==> src/rtl/event_sync_arbiter.sv <==
// Synchronizes rising edges from NUM_CH async lines into pending flags and presents them one at a time, round-robin.
// Edge to pending is SYNC_STAGES+1 cycles, pending to event_valid 1 cycle; event_valid/event_id hold until event_ready.
module event_sync_arbiter #(
  parameter int NUM_CH      = 4,
  parameter int ID_W        = 2,
  parameter int SYNC_STAGES = 2
) (
  input  logic              clk,
  input  logic              clr_n,
  input  logic [NUM_CH-1:0] async_sig,
  input  logic [NUM_CH-1:0] ch_enable,
  output logic              event_valid,
  output logic [ID_W-1:0]   event_id,
  input  logic              event_ready,
  output logic [NUM_CH-1:0] pending,
  output logic [NUM_CH-1:0] overflow,
  input  logic              ovf_clear
);

  localparam int WARM_W = $clog2(SYNC_STAGES + 2);

  typedef enum logic {IDLE, PRESENT} state_t;

  logic [SYNC_STAGES-1:0][NUM_CH-1:0] sync_q;
  logic [NUM_CH-1:0]                  hist_q;
  logic [WARM_W-1:0]                  warm_cnt;
  logic                               warm_done;
  logic [NUM_CH-1:0]                  sync_out;
  logic [NUM_CH-1:0]                  rise;

  state_t            state_q, state_nxt;
  logic [ID_W-1:0]   ptr_q, ptr_nxt;
  logic [ID_W-1:0]   id_q, id_nxt;
  logic [NUM_CH-1:0] req;
  logic              found;
  logic [ID_W-1:0]   grant;
  logic              cur_en;
  logic              accept;
  logic [NUM_CH-1:0] acc_vec;
  logic [NUM_CH-1:0] pending_nxt;
  logic [NUM_CH-1:0] overflow_nxt;

  assign sync_out  = sync_q[SYNC_STAGES-1];
  assign warm_done = (warm_cnt == WARM_W'(SYNC_STAGES + 1));
  // Edges are masked until the history flop has caught up with the synchronizer after reset.
  assign rise      = warm_done ? (sync_out & ~hist_q) : '0;

  always_ff @(posedge clk or negedge clr_n) begin
    if (!clr_n) begin
      sync_q   <= '0;
      hist_q   <= '0;
      warm_cnt <= '0;
    end else begin
      sync_q <= {sync_q[SYNC_STAGES-2:0], async_sig};
      hist_q <= sync_out;
      if (!warm_done) warm_cnt <= warm_cnt + 1'b1;
    end
  end

  always_comb begin
    cur_en  = 1'b0;
    acc_vec = '0;
    for (int i = 0; i < NUM_CH; i++) begin
      if (id_q == ID_W'(i)) cur_en = ch_enable[i];
    end
    accept = (state_q == PRESENT) && event_ready && cur_en;
    for (int i = 0; i < NUM_CH; i++) begin
      acc_vec[i] = accept && (id_q == ID_W'(i));
    end
  end

  // A rise coinciding with the accept re-arms the channel rather than counting as overflow.
  always_comb begin
    pending_nxt  = '0;
    overflow_nxt = ovf_clear ? '0 : overflow;
    for (int i = 0; i < NUM_CH; i++) begin
      pending_nxt[i] = ch_enable[i] && (rise[i] || (pending[i] && !acc_vec[i]));
      if (ch_enable[i] && rise[i] && pending[i] && !acc_vec[i]) overflow_nxt[i] = 1'b1;
    end
  end

  always_ff @(posedge clk or negedge clr_n) begin
    if (!clr_n) begin
      pending  <= '0;
      overflow <= '0;
    end else begin
      pending  <= pending_nxt;
      overflow <= overflow_nxt;
    end
  end

  // Round-robin search starting one past the last granted channel.
  always_comb begin
    req   = pending & ch_enable;
    found = 1'b0;
    grant = '0;
    for (int off = 1; off <= NUM_CH; off++) begin
      for (int i = 0; i < NUM_CH; i++) begin
        if (!found && req[i] && (i == (int'(ptr_q) + off) % NUM_CH)) begin
          found = 1'b1;
          grant = ID_W'(i);
        end
      end
    end
  end

  always_comb begin
    state_nxt = state_q;
    ptr_nxt   = ptr_q;
    id_nxt    = id_q;
    case (state_q)
      IDLE: begin
        if (found) begin
          state_nxt = PRESENT;
          id_nxt    = grant;
        end
      end
      PRESENT: begin
        if (!cur_en) begin
          state_nxt = IDLE;
        end else if (event_ready) begin
          state_nxt = IDLE;
          ptr_nxt   = id_q;
        end
      end
      default: state_nxt = IDLE;
    endcase
  end

  always_ff @(posedge clk or negedge clr_n) begin
    if (!clr_n) begin
      state_q <= IDLE;
      ptr_q   <= ID_W'(NUM_CH - 1);
      id_q    <= '0;
    end else begin
      state_q <= state_nxt;
      ptr_q   <= ptr_nxt;
      id_q    <= id_nxt;
    end
  end

  assign event_valid = (state_q == PRESENT);
  assign event_id    = id_q;

endmodule
==> config.mk <==
export PLATFORM = sky130hd
export DESIGN_NAME = event_sync_arbiter
export DESIGN_NICKNAME = d
export VERILOG_FILES = /design/src/rtl/event_sync_arbiter.sv
export SDC_FILE = /design/constraint.sdc
export NUM_CORES = 1
export LEC_CHECK = 0
export CAP_MARGIN = 20
export CORE_MARGIN = 3
export CORE_UTILIZATION = 49
export CTS_CLUSTER_DIAMETER = 200
export DETAILED_ROUTE_END_ITERATION = 12
export PLACE_DENSITY = 0.77
export SYNTH_ARGS = -nofsm -noshare
export SYNTH_HDL_FRONTEND = slang
export SYNTH_SLANG_ARGS = --single-unit
==> constraint.sdc <==
create_clock -name clk -period 1.62 [get_ports clk]
set_input_delay 0.324 -clock clk [delete_from_list [all_inputs] [get_ports clk]]
set_output_delay 0.324 -clock clk [all_outputs]
set_load 0.02 [all_outputs]
==> flow_summary.toml <==
[sta]
timing.clock.skew_ns = 0.0107
clock.fmax_mhz = 674
final.setup.worst_slack_ns = 0.136
final-setup-viol-count = 0
report.final.slew_viol_count = 0
slew_headroom_pct = 78.0
worst-slew-pin-transition_ns = 0.330
hold_slack_ns = 0.345
timing.final.hold_violations = 0
time_the_worst_path_needs_with_i_o_delays_and_setup_ns = 1.48
rsz0062_at_grt = "no"
total_negative_setup_slack_ns = 0
finalCritPeriodShare_pct = 91.6

[drt]
drtAntennaViolNets = 0
route.final.wire_length_um = 2210
drt-vias-per-instance = 5.74
routed_wire_length_per_instance_um = 14.7
detail_route.drc_violations = 0
drt_first_pass_iters = 4
detail_route.iter0.violations = 19
via_count = 866

[yosys]
yosys_most_used_dff = "sky130_fd_sc_hd__dfrtp_1"
netlist_instances = 91
netlist-cell-type-count = 31
synthesis.yosys.warnings = 0
part_of_the_yosys_area_used_for_sequential_elements_pct = 62.1
synthesis.area_um2 = 1090
yosys.cell_count.top_type = "sky130_fd_sc_hd__dfrtp_1"
yosysTopAreaCell = "sky130_fd_sc_hd__dfrtp_1"
synth_async_sr_flop_share_pct = 100
number_of_flops_mapped_to_enable_cells_by_yosys = 0
postSynthAreaPerCell_um2 = 12.0
synth.top_cell.area_share_pct = 57.3
mappedNetlistNets = 104
synth.ff_latch_count = 27
ys_top_cells_by_area = "sky130_fd_sc_hd__dfrtp_1, sky130_fd_sc_hd__dfstp_2, sky130_fd_sc_hd__nand3b_1, sky130_fd_sc_hd__inv_1, sky130_fd_sc_hd__a21oi_1"
post_synth_most_frequent_cells = "sky130_fd_sc_hd__dfrtp_1, sky130_fd_sc_hd__inv_1, sky130_fd_sc_hd__a21oi_1, sky130_fd_sc_hd__nand3b_1"

[place]
gp_congestion = 0.937
dpl_cell_area_um2 = 1400
detailedPlacementHpwl_um = 1670
dpl.cell_count = 147
io_buffers = 22
dp_slack_ns = -0.194

[die]
die-width_um = 53.2
die_height_um = 53.2
core_box_area_um2 = 2040
die_area_um2 = 2830
num_rows = 16
ios = 23
start_util_pct = 53.5

[power_and_ir_drop]
powerDensity_nw_per_um2 = 1200
irDropWorstVdd_mv = 0.911
static-leakage-power_nw = 0.646
design_power_total_mw = 1.71

[min_path]
worstHoldPathType = "input port to async pin"

[critical_path]
reg2reg_from = "event_id[1]"
worstReg2RegEnd = "ptr_q[1]"
setup.worst_path.start = "ch_enable[1]"
critical_path_class = "input port to flop"
crit_path_start_kind = "input port"
arrival_ns = 1.74
cp_max_fo = 4
critPathRequiredTime_ns = 1.87
reg2reg_setup_slack_ns = 0.17
r2r_cells = 3
nature_of_the_critical_path_endpoint = "flop"

[grt]
grt_pass1_wl_um = 3840
grt_pass1_vias = 864
antenna_violations_before_repair = 0
grt_start_max_net_pins = 28
gr-total-overflow = 0
groute.usage.overall_pct = 19.1

[cts]
cts-root-to-sink-buffers = 2
tritoncts_clock_tree = "built"
root_buffer_selected_by_cts = "sky130_fd_sc_hd__clkbuf_4"
post-cts-setup-buffers = 0
clock_sinks = 27
cts_inserted_buffers = 3
cts-htree-levels = 1
worst_skew_pair.late_latency_ns = 0.32
clkSlewWorstSetupHoldPaths_ns = 0.15

[layout]
layout-drive-gt1-share_pct = 15.3
num-nets-final = 138
area_growth_syn_to_layout_pct = 30.0
postLayoutCellArea_um2 = 1420
instances_no_fill = 151
insertedDiodeCount = 0
share_of_the_core_filled_with_cells_pct = 69.5

[job]
cap_viol_max_count = 0

[run_status]
result_of_the_run = "finished, final reports clean"
timing repair:
| action | CTS | global route |
|---|---|---|
| gates resized for setup | 10 | 1 |
| setup endpoints to repair | 10 | 1 |
| hold buffers | 0 | 0 |
state kept, by name, indices dropped and copies added, names as in the netlist:
| name | count |
|---|---|
| overflow | 4 |
| pending | 4 |
| sync_q | 4 |
| warm_cnt | 2 |
| ptr_q | 2 |
| event_id | 2 |
| hist_q | 4 |
| sync_out | 4 |
| event_valid | 1 |
worst max-delay path, cell delays in order:
cell and delay, ns:
sky130_fd_sc_hd__clkdlybuf4s50_1 0.47, sky130_fd_sc_hd__mux4_2 0.52, sky130_fd_sc_hd__nand3_2 0.11, sky130_fd_sc_hd__mux2_1 0.32
logic make-up (layout without fill, tap and decap cells):
group / Yosys count / in the layout / synth area share, %
buffers and inverters: 11 / 44 / 4.01
xor gates and xnor gates: 1 / 1 / 0.802
AOI/OAI and AO/OA: 25 / 25 / 15.2
DFF: 27 / 27 / 62.1
muxes: 4 / 4 / 5.15
and+or+nand+nor: 22 / 22 / 11.6
adders and majority gates: 1 / 1 / 1.15
placed cells by master (no fill, tap or decap):
cell type	n
sky130_fd_sc_hd__a21oi_1	6
sky130_fd_sc_hd__a22oi_1	2
sky130_fd_sc_hd__a31o_2	1
sky130_fd_sc_hd__a32o_1	1
sky130_fd_sc_hd__a41o_2	1
sky130_fd_sc_hd__and2_1	1
sky130_fd_sc_hd__and3_1	1
sky130_fd_sc_hd__buf_4	9
sky130_fd_sc_hd__clkbuf_1	1
sky130_fd_sc_hd__clkbuf_4	3
sky130_fd_sc_hd__clkdlybuf4s50_1	11
sky130_fd_sc_hd__dfrtp_1	25
sky130_fd_sc_hd__dfstp_2	2
sky130_fd_sc_hd__dlygate4sd2_1	10
sky130_fd_sc_hd__dlymetal6s2s_1	1
sky130_fd_sc_hd__ha_1	1
sky130_fd_sc_hd__inv_1	9
sky130_fd_sc_hd__mux2_1	2
sky130_fd_sc_hd__mux2_2	1
sky130_fd_sc_hd__mux4_2	1
sky130_fd_sc_hd__nand2_1	4
sky130_fd_sc_hd__nand3_1	2
sky130_fd_sc_hd__nand3_2	1
sky130_fd_sc_hd__nand3b_1	5
sky130_fd_sc_hd__nand4_1	2
sky130_fd_sc_hd__nor2_1	4
sky130_fd_sc_hd__nor2b_1	1
sky130_fd_sc_hd__nor3b_1	1
sky130_fd_sc_hd__o211ai_1	2
sky130_fd_sc_hd__o21ai_0	4
sky130_fd_sc_hd__o21bai_1	1
sky130_fd_sc_hd__o22ai_1	4
sky130_fd_sc_hd__o31ai_1	2
sky130_fd_sc_hd__o32ai_1	1
sky130_fd_sc_hd__xnor2_1	1
worst max-delay path by stage:
stage	slack (ns)	cells after the start	to
after global routing	0.11	4	ptr_q[1]
after floorplan	0.03	3	ptr_q[0]
after detailed placement	-0.19	4	ptr_q[1]
final	0.14	4	ptr_q[1]
after CTS	0.005	1	overflow[0]
after global placement	-0.16	4	ptr_q[1]
power breakdown:
group          internal [mW]  leakage [nW]  switching (mW)
Clock                 0.0962        0.0150           0.190
Sequential             0.783         0.321          0.0907
Combinational          0.264         0.311           0.284
metal layers:
metal	share of wire, %	routed length [um]	track usage, %	up-vias
met5	0	0	0	-
met4	0.59	13	7.23	0
met3	7.8	172	4.23	2
met2	50	1100	30.6	46
met1	42	923	25.0	422
li1	-	-	-	396
cell type report:
type                            count  area [um^2]
Tap cell                           27         33.8
Inverter                            9         33.8
Multi-Input combinational cell     53          370
Clock buffer                        4         26.3
Timing Repair Buffer               31          278
Fill cell                         162          622
Sequential cell                    27          678
(Power assumes the default switching activity.)
